[src/rtl/mu01_pkg.sv]
// Shared mu01 definitions: memory geometry, arbiter owner encoding and core opcodes.
package mu01_pkg;

  localparam int unsigned MU01_AW = 12;
  localparam int unsigned MU01_DW = 16;

  typedef enum logic [1:0] {
    OWN_NONE = 2'd0,
    OWN_P0   = 2'd1,
    OWN_P1   = 2'd2
  } owner_e;

  // Core opcodes live in instruction bits [15:12].
  localparam logic [3:0] OP_LDA = 4'h0;
  localparam logic [3:0] OP_STA = 4'h1;
  localparam logic [3:0] OP_ADD = 4'h2;
  localparam logic [3:0] OP_SUB = 4'h3;
  localparam logic [3:0] OP_JMP = 4'h4;
  localparam logic [3:0] OP_JZ  = 4'h5;
  localparam logic [3:0] OP_HLT = 4'hF;

endpackage

[src/rtl/mu01_rr_pick.sv]
// Two-way round-robin picker: a lone requester wins, a tie goes to the port not granted last.
module mu01_rr_pick (
  input  logic [1:0] i_req,
  input  logic       i_last,
  output logic [1:0] o_gnt
);

  always_comb begin
    o_gnt = i_req;
    if (i_req == 2'b11) begin
      o_gnt = i_last ? 2'b01 : 2'b10;
    end
  end

endmodule

[src/rtl/mu01_mem_arb.sv]
// Arbitrates the single-port mu01 memory between the core (port 0) and the loader/debug
// port (port 1): round-robin with burst lock, starvation bound and fixed-latency read return.
module mu01_mem_arb
  import mu01_pkg::*;
#(
  parameter int unsigned AW       = MU01_AW,
  parameter int unsigned DW       = MU01_DW,
  parameter int unsigned MAX_HOLD = 8,
  parameter int unsigned RD_LAT   = 1
) (
  input  logic          i_clk,
  input  logic          i_reset,
  input  logic          i_m0_req,
  input  logic          i_m0_we,
  input  logic          i_m0_lock,
  input  logic [AW-1:0] i_m0_addr,
  input  logic [DW-1:0] i_m0_wdata,
  output logic          o_m0_gnt,
  output logic          o_m0_rvalid,
  output logic [DW-1:0] o_m0_rdata,
  input  logic          i_m1_req,
  input  logic          i_m1_we,
  input  logic          i_m1_lock,
  input  logic [AW-1:0] i_m1_addr,
  input  logic [DW-1:0] i_m1_wdata,
  output logic          o_m1_gnt,
  output logic          o_m1_rvalid,
  output logic [DW-1:0] o_m1_rdata,
  output logic          o_mem_en,
  output logic          o_mem_we,
  output logic [AW-1:0] o_mem_addr,
  output logic [DW-1:0] o_mem_wdata,
  input  logic [DW-1:0] i_mem_rdata
);

  localparam int unsigned HW = $clog2(MAX_HOLD + 1);
  localparam logic [HW-1:0] HOLD_MAX = HW'(MAX_HOLD);

  owner_e            r_owner;
  logic              r_last;
  logic [HW-1:0]     r_hold_cnt;
  logic [RD_LAT-1:0] r_tag_vld;
  logic [RD_LAT-1:0] r_tag_port;

  logic [1:0] w_req;
  logic [1:0] w_rr_gnt;
  logic [1:0] w_gnt;
  logic       w_any;
  logic       w_sel;
  logic       w_sel_we;
  logic       w_sel_lock;
  logic       w_other_req;
  logic       w_starved;

  assign w_req = {i_m1_req, i_m0_req};

  mu01_rr_pick u_pick (
    .i_req  (w_req),
    .i_last (r_last),
    .o_gnt  (w_rr_gnt)
  );

  assign w_starved = (r_hold_cnt == HOLD_MAX);

  // A locked owner keeps the memory unless the other port has waited MAX_HOLD grants.
  always_comb begin
    w_gnt = w_rr_gnt;
    if (r_owner == OWN_P0 && i_m0_req) begin
      w_gnt = (i_m1_req && w_starved) ? 2'b10 : 2'b01;
    end else if (r_owner == OWN_P1 && i_m1_req) begin
      w_gnt = (i_m0_req && w_starved) ? 2'b01 : 2'b10;
    end
    if (i_reset) begin
      w_gnt = 2'b00;
    end
  end

  assign w_any       = |w_gnt;
  assign w_sel       = w_gnt[1];
  assign w_sel_we    = w_sel ? i_m1_we   : i_m0_we;
  assign w_sel_lock  = w_sel ? i_m1_lock : i_m0_lock;
  assign w_other_req = w_sel ? i_m0_req  : i_m1_req;

  assign o_m0_gnt    = w_gnt[0];
  assign o_m1_gnt    = w_gnt[1];
  assign o_mem_en    = w_any;
  assign o_mem_we    = w_any & w_sel_we;
  assign o_mem_addr  = !w_any ? '0 : (w_sel ? i_m1_addr  : i_m0_addr);
  assign o_mem_wdata = !w_any ? '0 : (w_sel ? i_m1_wdata : i_m0_wdata);

  assign o_m0_rvalid = r_tag_vld[RD_LAT-1] & ~r_tag_port[RD_LAT-1];
  assign o_m1_rvalid = r_tag_vld[RD_LAT-1] &  r_tag_port[RD_LAT-1];
  assign o_m0_rdata  = i_mem_rdata;
  assign o_m1_rdata  = i_mem_rdata;

  always_ff @(posedge i_clk or posedge i_reset) begin
    if (i_reset) begin
      r_owner    <= OWN_NONE;
      r_last     <= 1'b1;
      r_hold_cnt <= '0;
      r_tag_vld  <= '0;
      r_tag_port <= '0;
    end else begin
      r_tag_vld[0]  <= w_any & ~w_sel_we;
      r_tag_port[0] <= w_sel;
      for (int i = 1; i < int'(RD_LAT); i++) begin
        r_tag_vld[i]  <= r_tag_vld[i-1];
        r_tag_port[i] <= r_tag_port[i-1];
      end
      if (w_any) begin
        r_last  <= w_sel;
        r_owner <= !w_sel_lock ? OWN_NONE : (w_sel ? OWN_P1 : OWN_P0);
        // Count only repeat grants that keep a waiting port out.
        if (w_sel == r_last && w_other_req) begin
          if (!w_starved) begin
            r_hold_cnt <= r_hold_cnt + HW'(1);
          end
        end else begin
          r_hold_cnt <= '0;
        end
      end else begin
        r_owner    <= OWN_NONE;
        r_hold_cnt <= '0;
      end
    end
  end

endmodule
[config.mk]
export PLATFORM = sky130hd
export DESIGN_NAME = mu01_mem_arb
export DESIGN_NICKNAME = d
export VERILOG_FILES = /design/src/rtl/mu01_pkg.sv /design/src/rtl/mu01_rr_pick.sv /design/src/rtl/mu01_mem_arb.sv
export SDC_FILE = /design/constraint.sdc
export NUM_CORES = 1
export LEC_CHECK = 0
export ABC_AREA = 1
export CAP_MARGIN = 20
export CORE_ASPECT_RATIO = 2
export CORE_UTILIZATION = 25
export DETAILED_ROUTE_END_ITERATION = 10
export GPL_ROUTABILITY_DRIVEN = 0
export PLACE_DENSITY_LB_ADDON = 0.05
export REMOVE_ABC_BUFFERS = 1
export SYNTH_ARGS = -nofsm -noshare
export SYNTH_HDL_FRONTEND = slang
export SYNTH_HIERARCHICAL = 1
export SYNTH_SLANG_ARGS = --single-unit
[constraint.sdc]
create_clock -name i_clk -period 1.85 [get_ports i_clk]
set_clock_uncertainty 0.15 [all_clocks]
set_input_delay 0.37 -clock i_clk [delete_from_list [all_inputs] [get_ports i_clk]]
set_output_delay 0.37 -clock i_clk [all_outputs]
set_load 0.02 [all_outputs]
# Word-level counts from Yosys, hierarchy flattened
# Index checks and enable logic that the tools add are counted.
# classes
addsub	1
n_mul	0
div_mod_pow	0
n_lt_le_gt_ge	0
n_eq_ne	6
shift	0
mux	20
bitwise_logic	6
reduce_logical	6
# ops
cell	count
2-to-1 mux 16 bit	2
2-to-1 mux 12 bit	2
2-to-1 mux 2 bit	10
2-to-1 mux 4 bit	3
logical AND 1 bit	5
adder 4 x 1 -> 4 bit, second input constant	1
bitwise AND 1 bit	4
equality test 2 bit, second input constant	2
equality test 4 bit, second input constant	1
2-to-1 mux 1 bit	3
!= test 3 bit, second input constant	1
equality test 2 x 1 -> 1 bit, second input constant	1
NOT 1 bit	2
OR reduction 2 bit	1
equality test 1 bit	1
# totals
ff_bits	9
latch_bits	0
ramBits	0
romBits	0
input_bits	80
output_inout_bits	66
word_cells	44
mem_count	0

# Depth between registers and ports, before layout
# depth
depth_word	10
mapped_depth	14
mapped_depth_nobuf	12

# Hierarchy
# Netlist, hierarchy kept.
# by_module_without_submodules
module	instances	cells_each	area_per_inst_um2	seq_area_each_um2
mu01_mem_arb	1	199	1280.0	226.5
mu01_rr_pick	1	5	21.3	0.0

# Worst setup path before layout
# Ideal clock, no wire load.
# synth_timing
kind	reg-to-output
from	register r_hold_cnt[0]
to	output o_mem_we
t_arrival_ns	1.750
t_required_ns	1.330
path_slack_ns	-0.420
path_stages_with_launch	13
path_buffers	0
cell_sequence	dfrtp_1 -> inv_1 -> ha_1 -> nand2_1 -> nor2_4 -> nand3_2 -> nand2_1 -> nand2_1 -> nand2_2 -> nand2_4 -> nand2_1 -> inv_1 -> a21oi_1
# synth_via
elab_chain_cells	8
elab_cells_between_ends	11
classes_between	1 x eq/ne; 6 x mux; 1 x bitwise; 3 x reduce/logical
# synth_lines
item	line	rtl
start: declaration	mu01_mem_arb.sv:41	logic [HW-1:0] r_hold_cnt;
start signal: assignment	mu01_mem_arb.sv:116	r_hold_cnt <= r_hold_cnt + HW'(1);
equality test 4 bit *	mu01_mem_arb.sv:63	assign w_starved = (r_hold_cnt == HOLD_MAX);
logical AND 1 bit	mu01_mem_arb.sv:71	w_gnt = (i_m0_req && w_starved) ? 2'b01 : 2'b10;
2-to-1 mux 2 bit	mu01_mem_arb.sv:71	
2-to-1 mux 2 bit	mu01_mem_arb.sv:70	end else if (r_owner == OWN_P1 && i_m1_req) begin
2-to-1 mux 2 bit *	mu01_mem_arb.sv:68	if (r_owner == OWN_P0 && i_m0_req) begin
2-to-1 mux 2 bit *	mu01_mem_arb.sv:73	if (i_reset) begin
OR reduction 2 bit *	mu01_mem_arb.sv:78	assign w_any = |w_gnt;
named net o_mem_en	mu01_mem_arb.sv:29	output logic o_mem_en,
bitwise AND 1 bit *	mu01_mem_arb.sv:87	assign o_mem_we = w_any & w_sel_we;
end: declaration	mu01_mem_arb.sv:30	output logic o_mem_we,
# The timed path passes the listed nets; every way through them passes the cells marked *.

# Final worst setup path
# layout_timing
from	register r_hold_cnt[0]
to	output o_mem_addr[7]
# layout_via
elab_chain_cells	8
elab_cells_between_ends	11
classes_between	1 x eq/ne; 7 x mux; 3 x reduce/logical
# layout_lines
item	line	rtl
equality test 4 bit *	mu01_mem_arb.sv:63	
logical AND 1 bit	mu01_mem_arb.sv:71	
2-to-1 mux 2 bit	mu01_mem_arb.sv:71	
2-to-1 mux 2 bit	mu01_mem_arb.sv:70	
2-to-1 mux 2 bit *	mu01_mem_arb.sv:68	
2-to-1 mux 2 bit *	mu01_mem_arb.sv:73	
2-to-1 mux 12 bit / OR reduction 2 bit (equally long branches)	mu01_mem_arb.sv:88, mu01_mem_arb.sv:78	
2-to-1 mux 12 bit *	mu01_mem_arb.sv:88	assign o_mem_addr = !w_any ? '0 : (w_sel ? i_m1_addr : i_m0_addr);
end: declaration	mu01_mem_arb.sv:31	output logic [AW-1:0] o_mem_addr,
# Every way passes the cells marked *; elsewhere a longest branch is shown, timed or not.

==> flow_summary.toml <==
[yosys]
synthDistinctLibCells = 23
syn_avg_cell_area_sq_um = 6.38
synth_xor_area_share_pct = 2.02
yosys.area.top_type = "nand2_1"
synth_warnings = 6
synth_top_area_share_pct = 22.5
synth_seq_cells = 9
ys_top_cells_by_area = "nand2_1, buf_4, dfrtp_1"
synthSimpleGateAreaFrac_pct = 47.1
synth_top_family_by_area = "simple AND/OR/NAND/NOR gates"
synth_seq_area_share_pct = 17.4
synth_compound_area_share_pct = 1.54
synth.area.mux_share_pct = 0
netlist_area_sq_um = 1300
synthCells = 204
synth_fa_ha_area_share_pct = 1.92

[route]
vias = 1646
drtIter0Drc = 8
ant_nets = 0
wirelength_mm = 5.30
first_pass_iters = 3
via_per_inst = 4.60
wl_per_cell_um = 14.8
drc = 0

[timing]
tightest_slew_ns = 0.229
fmax_mhz = 415
fin_ws_ns = -0.560
slew_headroom_pct = 84.7
post-route-period-util_pct = 130
period_minus_slack_ns = 2.41
setup-violations-final = 32
slew_violations = 0
rsz0062_at_grt = "true"
final-hold-violation-count = 0
fin_setup_tns_ns = -17.23

[critical_path]
rr_worst_depth = 12
worstSetupEndpointType = "output pin"
path_max_fanout = 7
start_kind = "flip-flop"
critPathLaunch = "r_hold_cnt[0]"
crit_end = "o_mem_addr[7]"
reg2reg_to = "r_tag_vld"
critPathArrivalTime_ns = 1.89
required_ns = 1.33
crit_type = "reg -> out"
worstReg2RegStart = "r_hold_cnt[0]"
r2r_setup_slack_ns = 0.03

[clocking]
cts_tree = "done"
cts_buffers = 3
cts.sinks = 9
cts-root-buf = "clkbuf_8"
clock_latency_ns = 0.22
cts_buffer_depth = 2
cts_max_level = 1
clkTransAtPathRegs_ns = 0.04

[floorplanning]
ios = 146
rows = 36
die_x_um = 53.0
start_util_pct = 26.3
die_height_um = 104
core-area_sq_um = 4950
dieArea_sq_um = 5520

[placed_design]
dp_hpwl_mm = 3.86
placed_cell_area_sq_um = 2270
pre_cts_ws_ns = -1.20
dp_cells = 343
io_buffers = 97

[global_route]
grt_use_met1_pct = 19.5
use_met3_pct = 9.21
grt_util_all_layers_pct = 18.4
grt_pass1_wl_mm = 7.52
antenna_found_initial = 0
grt_pass1_vias = 1638
grt-busiest-layer = "met2"
grt_overflow = 0
met2_usage_pct = 30.4
grt_max_degree = 22

[outcome]
violations = "setup timing"
status = "finished, violations left"

[run]
cap_violations = 0

[layout]
drive_gt1_share_pct = 49.5
final_design_area_no_fill_sq_um = 2790
num-nets-final = 384
fin_cells = 358
n_antenna_cell = 0
area_delta_synth_final_pct = 115

[worst_hold_path]
min_path_type = "in -> async"

[power]
p_leak_uw = 0.00134
ir_worst_vdd_mv = 0.313
p_per_area_nw_per_um2 = 518
registers in the layout, summed over array words and instances, names as in the netlist:
| name | flops |
|---|---|
| r_tag_vld | 1 |
| r_last | 1 |
| r_hold_cnt | 4 |
| r_owner | 2 |
| r_tag_port | 1 |
through the flow:
stage / total power [uW] / hold WS (ns) / utilization, %
floorplan: 550 / 0.117 / -
global placement: 1020 / 0.462 / 45.8
detailed placement: 1020 / 0.476 / 45.8
CTS: 1310 / 0.413 / 48.8
global route: 1540 / 0.474 / 56.4
finish: 1450 / 0.435 / 56.4
synth_stat cells (all sizes together):
cell	number
buf	41
inv	18
ha	2
xor2	3
a21oi	3
nor2	11
dfstp	1
o21ai	1
nand3	33
nand4	1
nand2	82
dfrtp	8
what timing repair did:
item,4_1_cts,5_1_grt
endpoints found under the setup margin,39,40
resized for setup,204,68
gates cloned,1,6
setup buffers,2,2
pin swaps,6,21
hold endpoints to repair,0,0
hold buffers,0,0
cell usage in the layout (no fill, tap or decap), drive strengths merged:
master and n:
buf 64, inv 18, dfstp 1, o21ai 1
ha 2, nand3 34, a21oi 3, nand2 82
clkbuf 8, xor2 3, dlygate4sd2 2, clkdlybuf4s50 62
dlymetal6s2s 1, nand4 1, dfrtp 8, nor2 11
where the power goes:
| group | switching (uW) | total, uW | internal (uW) | leakage [uW] |
|---|---|---|---|---|
| clock | 67.6 | 217 | 149 | 0.0000228 |
| combinational | 467 | 996 | 529 | 0.00120 |
| sequential | 12.8 | 235 | 222 | 0.000119 |
| total | 547 | 1450 | 900 | 0.00134 |
final cells by class:
| type | instances | area, sq um |
|---|---|---|
| Fill cell | 483 | 2160 |
| Clock buffer | 4 | 45.0 |
| Sequential cell | 9 | 226 |
| Multi-Input combinational cell | 137 | 925 |
| Inverter | 18 | 82.6 |
| Tap cell | 57 | 71.3 |
| Timing Repair Buffer | 133 | 1440 |
layer usage:
| metal | share of wire, % | wire length (um) | vias up |
|---|---|---|---|
| met3 | 11 | 584 | 4 |
| met5 | 0 | 0 | - |
| met4 | 0.85 | 45 | 0 |
| met1 | 35 | 1850 | 743 |
| li1 | - | - | 793 |
| met2 | 53 | 2820 | 106 |
logic make-up (layout without fill, tap and decap cells):
group / after synthesis / count (layout)
compound gates: 4 / 4
xor+xnor: 3 / 3
fa+ha+maj: 2 / 2
buf+inv: 59 / 155
flops: 9 / 9
simple gates: 127 / 128
worst min-delay path by stage:
stage / startpoint / end / slack, ns / depth (start not counted)
finish: i_reset / r_tag_vld / 0.44 / 3
floorplan: i_reset / r_hold_cnt[0] / 0.12 / 1
CTS: i_reset / r_tag_vld / 0.41 / 3
detailed placement: r_hold_cnt[3] / r_hold_cnt[3] / 0.48 / 3
global route: i_reset / r_owner[0] / 0.47 / 3
global placement: r_hold_cnt[3] / r_hold_cnt[3] / 0.46 / 3
critical path, stage by stage, from the launching register on:
cell       delay, ns
dfrtp_1         0.38
inv_2           0.08
ha_4            0.14
nand2_4         0.05
nor2_4          0.11
nand3_2         0.11
nand2_2         0.09
nand2_4         0.07
nand3_4         0.15
inv_8           0.07
clkbuf_16       0.17
nand2_2         0.06
nand2_2         0.05
buf_6           0.12
Note: power is estimated with default switching activity, not from simulation.
